--- config.mk ---
export PLATFORM = sky130hd
export DESIGN_NAME = adex_neuron_array
export DESIGN_NICKNAME = d
export VERILOG_FILES = /design/src/rtl/adex_neuron_array.sv
export SDC_FILE = /design/constraint.sdc
export NUM_CORES = 1
export LEC_CHECK = 0
export ABC_AREA = 1
export CAP_MARGIN = 20
export CORE_MARGIN = 2
export CORE_UTILIZATION = 61
export CTS_CLUSTER_DIAMETER = 50
export DETAILED_ROUTE_END_ITERATION = 7
export PLACE_DENSITY = 0.86
export REMOVE_ABC_BUFFERS = 1
export SLEW_MARGIN = 20
export SYNTH_ARGS = -nofsm -noshare
export SYNTH_HDL_FRONTEND = slang
export SYNTH_SLANG_ARGS = --single-unit
--- constraint.sdc ---
create_clock -name clk -period 6.82 [get_ports clk]
set_clock_uncertainty 0.1 [all_clocks]
set_input_delay 0.682 -clock clk [delete_from_list [all_inputs] [get_ports clk]]
set_output_delay 0.682 -clock clk [all_outputs]
set_load 0.01 [all_outputs]
--- src/rtl/adex_neuron_array.sv ---
// Array of N_CH independent adaptive exponential integrate-and-fire neurons.
// All channels advance together on each en strobe; spike, V and w outputs are registered.
module adex_neuron_array #(
  parameter int N_CH        = 4,
  parameter int W           = 8,
  parameter int V_RESET     = 0,
  parameter int V_T         = 128,
  parameter int LEAK_SHIFT  = 3,
  parameter int EXP_SHIFT   = 4,
  parameter int A_SHIFT     = 5,
  parameter int TAU_W_SHIFT = 4,
  parameter int B_INC       = 16,
  parameter int REFRACT     = 3
) (
  input  logic              clk,
  input  logic              rst,
  input  logic              en,
  input  logic              adapt_en,
  input  logic [N_CH*W-1:0] current,
  input  logic [W-1:0]      v_peak,
  output logic [N_CH-1:0]   spike,
  output logic [N_CH*W-1:0] state,
  output logic [N_CH*W-1:0] adapt
);

  localparam int SW = W + 3;
  localparam int RW = (REFRACT > 0) ? $clog2(REFRACT + 1) : 1;

  typedef logic signed [SW-1:0] sval_t;

  typedef struct packed {
    logic [W-1:0]  v;
    logic [W-1:0]  w;
    logic [RW-1:0] r;
    logic          spk;
  } ch_t;

  localparam sval_t MAX_S = sval_t'((1 << W) - 1);

  ch_t ch_q [N_CH];
  ch_t ch_d [N_CH];

  function automatic sval_t ext(input logic [W-1:0] x);
    return $signed({3'b000, x});
  endfunction

  // Clamp a signed intermediate back into the unsigned W-bit range.
  function automatic logic [W-1:0] sat(input sval_t x);
    if (x[SW-1])       return '0;
    else if (x > MAX_S) return '1;
    else               return x[W-1:0];
  endfunction

  function automatic ch_t step_ch(input ch_t s, input logic [W-1:0] i_in,
                                  input logic [W-1:0] vp, input logic ad);
    sval_t        v_s;
    sval_t        w_s;
    sval_t        exp_s;
    logic [W-1:0] vn;
    logic [W-1:0] wn;
    int           k;
    ch_t          n;
    v_s   = ext(s.v);
    w_s   = ad ? ext(s.w) : '0;
    exp_s = '0;
    vn    = '0;
    wn    = '0;
    n     = s;
    n.spk = 1'b0;
    if (int'(s.v) > V_T) begin
      k = (int'(s.v) - V_T) >> EXP_SHIFT;
      if (k > W - 1) k = W - 1;
      exp_s = sval_t'(1) << k;
    end
    if (s.r != '0) begin
      n.v = W'(V_RESET);
      n.r = s.r - 1'b1;
      n.w = sat(w_s - (w_s >>> TAU_W_SHIFT));
    end else begin
      vn = sat(v_s + ext(i_in) - (v_s >>> LEAK_SHIFT) - w_s + exp_s);
      // Adaptation is driven by the pre-update membrane value.
      wn = sat(w_s - (w_s >>> TAU_W_SHIFT) + (v_s >>> A_SHIFT));
      if (vn >= vp) begin
        n.spk = 1'b1;
        n.v   = W'(V_RESET);
        n.w   = sat(ext(wn) + sval_t'(B_INC));
        n.r   = RW'(REFRACT);
      end else begin
        n.v = vn;
        n.w = wn;
      end
    end
    if (!ad) n.w = '0;
    return n;
  endfunction

  always_comb begin
    for (int c = 0; c < N_CH; c++) begin
      // NOTE: every field gets a default before any branch, so no latch can be inferred.
      ch_d[c]     = ch_q[c];
      ch_d[c].spk = 1'b0;
      if (!adapt_en) ch_d[c].w = '0;
      if (en) ch_d[c] = step_ch(ch_q[c], current[c*W +: W], v_peak, adapt_en);
    end
  end

  always_ff @(posedge clk or posedge rst) begin
    if (rst) begin
      // NOTE: these are a handful of flops, not a RAM, so resetting the whole array is cheap and correct.
      for (int c = 0; c < N_CH; c++)
        ch_q[c] <= '{v: W'(V_RESET), w: '0, r: '0, spk: 1'b0};
    end else begin
      // NOTE: non-blocking so every channel samples the pre-edge state.
      for (int c = 0; c < N_CH; c++)
        ch_q[c] <= ch_d[c];
    end
  end

  for (genvar c = 0; c < N_CH; c++) begin : g_out
    assign spike[c]         = ch_q[c].spk;
    assign state[c*W +: W]  = ch_q[c].v;
    assign adapt[c*W +: W]  = ch_q[c].w;
  end

endmodule

==> flow_summary.json, run 1 <==
{
  "hold_viol": 0,
  "critical-path-slowest-cell": "fa_1",
  "htree_num_levels": 3,
  "drv_cap": 0,
  "clk_latency_ns": 0.36,
  "hold_depth": 2,
  "grt_antenna_before_repair": 0,
  "start_util_pct": 62.32,
  "min_period_ns": 6.348,
  "slew-limit-headroom_pct": 34.62,
  "max_freq_mhz": 157.5,
  "cts_buffers": 9,
  "syn_avg_cell_area_um2": 6.746,
  "cp-start-kind": "primary input",
  "final_cells": 2282,
  "yosys.area.top_type": "ha_1",
  "synth_area_leaders": "ha_1, dfrtp_1, nand2_1, inv_1, fa_1",
  "grt_pass1_wl_mm": 56.12,
  "antenna_left": 0,
  "synth_top_area_share_pct": 15.95,
  "vias_per_cell": 5.576,
  "post_cts.repair.setup_buffers": 0,
  "grt_max_degree": 77,
  "dieHeight_um": 150.5,
  "required_ns": 6.91,
  "clock_path_buffers": 2,
  "pin_count": 112,
  "n_antenna_cell": 0,
  "firstDrtPassIters": 8,
  "worstSetupPathType": "in2reg",
  "drt-total-wl_mm": 34.00,
  "ys_types": 48,
  "cp-end-kind": "register",
  "wl_per_cell_um": 14.90,
  "synth_edf_count": 0,
  "die_w_um": 150.5,
  "yosysWarnings": 0,
  "fillers": 1742,
  "outcome": "finished, final reports clean",
  "vias": 12730,
  "drv_slew": 0,
  "tightestPinTransition_ns": 0.9796,
  "holdBufCountCts": 0,
  "hp-class": "reg2reg",
  "grt_pass1_vias": 12670,
  "syn-cell-area_mm2": 0.01310,
  "overflow": 0,
  "dpl.hpwl_mm": 27.13,
  "synth_flop_cell": "dfrtp_1",
  "post-route-drc-count": 0,
  "max_stage_delay_ns": 0.58,
  "fin_crit_sh_pct": 93.08,
  "area_growth_pct": 10.48,
  "reg2reg_depth": 32,
  "rows": 53,
  "synthArstFlopShare_pct": 100.0,
  "setup_violations": 0,
  "clock_sinks": 76,
  "crit_fanout": 15,
  "place_congestion": 0.9254,
  "placed_cells": 2266,
  "clockRootBuffer": "clkbuf_16",
  "seq_area_mm2": 0.001902,
  "synth-seq-cells": 76,
  "path_clk_slew_ns": 0.06,
  "tritoncts": "yes",
  "grt_use_total_pct": 30.61,
  "core_area_mm2": 0.02102,
  "synthCells": 1942,
  "critPathArrivalTime_ns": 6.44,
  "drive_gt1_share_pct": 7.275,
  "die_area_mm2": 0.02266,
  "portBuffers": 111,
  "drt_iter0_markers": 963,
  "ctsResizeCount": 0,
  "nets": 2273,
  "multi_input_area_mm2": 0.009184,
  "tns_ns": 0,
  "synth-seq-area-share_pct": 14.52
}
synth_stat cells (all sizes together) (4+ instances only):
cell type,number
nand2,524
inv,381
ha,167
nand3,153
a21oi,136
nor2,92
o21ai,77
dfrtp,76
buf,74
fa,60
nand4,46
xor2,44
xnor2,32
clkbuf,19
nor3,10
o21bai,9
a21o,6
nor4,6
nand3b,5
a221oi,4
o2111ai,4
through the flow:
stage          util (%)  hold slack [ns]  cell area, µm²  setup WS [ns]
2_1_floorplan         -           0.3753           12480         0.6884
3_3_place_gp      67.21           0.3904           14130         0.1510
3_5_place_dp      67.21           0.3945           14130      -0.004285
4_1_cts           68.59           0.4088           14420         0.3472
5_1_grt           68.85           0.4257           14470       -0.01954
6_report          68.85           0.4120           14470         0.4717
registers in the layout, summed over array words and instances, names as in the netlist:
signal  count
adapt      32
ch_q        8
spike       4
state      32
final timing paths:
kind	start	slack (ns)	endpoint
worst max-delay path	current[9]	0.47	adapt[15]$_DFFE_PP0P_
worst min-delay path	adapt[10]$_DFFE_PP0P_	0.41	adapt[10]$_DFFE_PP0P_
worst max register to register	state[12]$_DFFE_PP0P_	0.59	adapt[15]$_DFFE_PP0P_
worst min register to register	adapt[10]$_DFFE_PP0P_	0.41	adapt[10]$_DFFE_PP0P_
max in group asynchronous	rst	5.34	state[9]$_DFFE_PP0P_
min in group asynchronous	rst	0.72	adapt[17]$_DFFE_PP0P_
cells by family after synthesis:
group	after synthesis	share of synthesized area, %
buf+inv	477	15.93
compound gates	244	9.990
fa+ha+maj	227	25.12
other cells	1	0.02863
flops	76	14.52
xor+xnor	76	5.196
simple gates	841	29.22
layer usage:
layer  part of all wire [%]  track usage, %  vias to the layer above
li1                       -               -                     6207
met1                     41           37.67                     5851
met2                     48           52.25                      546
met3                    7.4           4.364                      121
met4                    4.3           15.47                        0
met5                      0               0                        -
critical path: cells and delay by family:
kind	cells	cell delay (ns)
simple gates	11	0.98
xor+xnor	1	0.15
buf+inv	5	0.92
fa+ha+maj	5	2.18
compound gates	10	1.51
area by class of cell:
| class | instances | area share (%) |
|---|---|---|
| clock buffer | 13 | 1.867 |
| clock inverter | 3 | 0.1383 |
| inverter | 384 | 9.968 |
| multi-input combinational | 1395 | 63.46 |
| sequential | 76 | 13.14 |
| tap | 275 | 2.377 |
| timing repair buffer | 136 | 9.052 |
layout by cell type, fill, tap and decap left out, types with 4 or more instances in the layout:
cell type,synthesis,layout
nand2_1,487,487
inv_1,365,362
ha_1,167,167
nand3_1,141,140
a21oi_1,136,130
clkdlybuf4s50_1,0,110
dfrtp_1,76,76
nor2_1,78,75
o21ai_0,69,67
fa_1,60,60
nand4_1,44,44
xor2_1,43,43
xnor2_1,31,31
nand2_2,29,29
buf_4,68,23
inv_2,16,18
nand3_2,11,12
nor2_2,9,12
o21ai_1,7,9
o21bai_1,9,9
clkbuf_16,0,9
nor3_1,8,8
conb_1,1,7
nand2_4,6,6
a21oi_2,0,6
nor4_1,6,6
nor2_4,5,5
a21o_1,6,5
nand3b_1,5,5
a221oi_1,4,4
Power of run 1 is left out: the tool's default activity adds up to more than one toggle a clock period on the data nets, which glitch-free logic cannot reach.
==> run 2, diff against run 1 <==
CORE_ASPECT_RATIO = 1.25   (was default)
==> run 2 against run 1 <==
  * Worst hold slack got worse by 0.0039 ns
  * Wire length is 1.9% higher
  * Non-clock buffer count grew 1
  * Register-to-register slack worse by 0.02 ns
==> flow_summary.json, run 2 (same netlist as run 1, synthesis figures left out) <==
{
  "antenna_left": 0,
  "vias": 12820,
  "grt_use_total_pct": 30.85,
  "vias_per_cell": 5.622,
  "cp-end-kind": "register",
  "final_area_mm2": 0.01453,
  "die_area_mm2": 0.02267,
  "portBuffers": 111,
  "cts_buffers": 9,
  "n_antenna_cell": 0,
  "worstSetupPathType": "in2reg",
  "path_clk_slew_ns": 0.07,
  "slew-limit-headroom_pct": 26.28,
  "drv_cap": 0,
  "max_freq_mhz": 156.9,
  "die_w_um": 135.1,
  "grt_max_degree": 77,
  "max_stage_delay_ns": 0.57,
  "final_common_cell": "nand2_1",
  "required_ns": 7.02,
  "pin_count": 112,
  "fin_crit_sh_pct": 93.45,
  "start_util_pct": 62.49,
  "grt_antenna_before_repair": 0,
  "outcome": "finished, final reports clean",
  "setup_violations": 0,
  "drive_gt1_share_pct": 7.573,
  "core_area_mm2": 0.02097,
  "grt_pass1_vias": 12700,
  "critical-path-slowest-cell": "fa_1",
  "nets": 2274,
  "overflow": 0,
  "utilization_pct": 69.32,
  "drv_slew": 0,
  "clock_path_buffers": 2,
  "clockRootBuffer": "clkbuf_16",
  "area_growth_pct": 10.94,
  "rows": 59,
  "firstDrtPassIters": 6,
  "clk_latency_ns": 0.37,
  "crit_fanout": 8,
  "holdBufCountCts": 0,
  "tritoncts": "yes",
  "drt_iter0_markers": 872,
  "multi_input_area_mm2": 0.009215,
  "clock_sinks": 76,
  "drt-total-wl_mm": 34.65,
  "wl_per_cell_um": 15.19,
  "hold_viol": 0,
  "cp-start-kind": "primary input",
  "place_area_mm2": 0.01411,
  "post-route-drc-count": 0,
  "path_common_cell": "nand2_1",
  "place_congestion": 0.9544,
  "dieHeight_um": 167.8,
  "tightestPinTransition_ns": 1.105,
  "dpl.hpwl_mm": 27.29,
  "hp-class": "reg2reg",
  "critPathArrivalTime_ns": 6.57,
  "min_period_ns": 6.373,
  "grt_pass1_wl_mm": 57.14,
  "htree_num_levels": 3,
  "seq_area_mm2": 0.001902,
  "fillers": 1793,
  "layout_common_cells": "nand2_1, inv_1, ha_1"
}
## run 2: worst max-delay path, delay by kind of cell
family	cells	cell delay, ns
buffers and inverters	7	1.01
AND/OR/NAND/NOR	9	0.85
AO/OA/AOI/OAI	9	1.62
XOR/XNOR	2	0.32
adder cells (fa/ha/maj)	5	2.08
## run 2: what timing repair did
item	CTS	global route
endpoints found under the hold margin	0	0
setup endpoints to repair	0	57
gates resized for setup	0	25
setup buffers	0	2
## run 2: final timing paths
check / start / end / slack [ns] / cells past startpoint
worst max-delay path: current[1] / state[3]$_DFFE_PP0P_ / 0.45 / 32
worst min-delay path: adapt[19]$_DFFE_PP0P_ / adapt[19]$_DFFE_PP0P_ / 0.41 / 2
worst max register to register: state[12]$_DFFE_PP0P_ / adapt[12]$_DFFE_PP0P_ / 0.57 / 32
worst min register to register: adapt[19]$_DFFE_PP0P_ / adapt[19]$_DFFE_PP0P_ / 0.41 / 2
max in group asynchronous: rst / adapt[29]$_DFFE_PP0P_ / 5.33 / 3
min in group asynchronous: rst / adapt[5]$_DFFE_PP0P_ / 0.76 / 3
## run 2: area by class of cell
type	instances	share of cell area, %
Inverter	384	9.927
Clock inverter	4	0.4994
Multi-Input combinational cell	1395	63.41
Clock buffer	11	1.739
Timing Repair Buffer	137	8.980
Tap cell	274	2.359
Sequential cell	76	13.09
## run 2: per-layer routing
layer / vias up / wire length [µm] / global-route usage [%]
met5: - / 0 / 0
met4: 0 / 1746 / 15.85
met3: 146 / 2177 / 4.517
met2: 541 / 17190 / 54.34
met1: 5904 / 13540 / 36.22
li1: 6233 / - / -
## run 2: metrics by stage
| step | TNS (ns) | worst slack, ns | hold slack [ns] | std cells |
|---|---|---|---|---|
| global placement | 0 | 0.09963 | 0.3892 | 2264 |
| floorplan | 0 | 0.6884 | 0.3753 | 1855 |
| detailed placement | -1.978 | -0.2119 | 0.3911 | 2264 |
| global route | -0.06328 | -0.04003 | 0.4480 | 2281 |
| finish | 0 | 0.4468 | 0.4080 | 2281 |
| CTS | 0 | 0.08972 | 0.4101 | 2279 |
Power of run 2 is left out for the same reason.
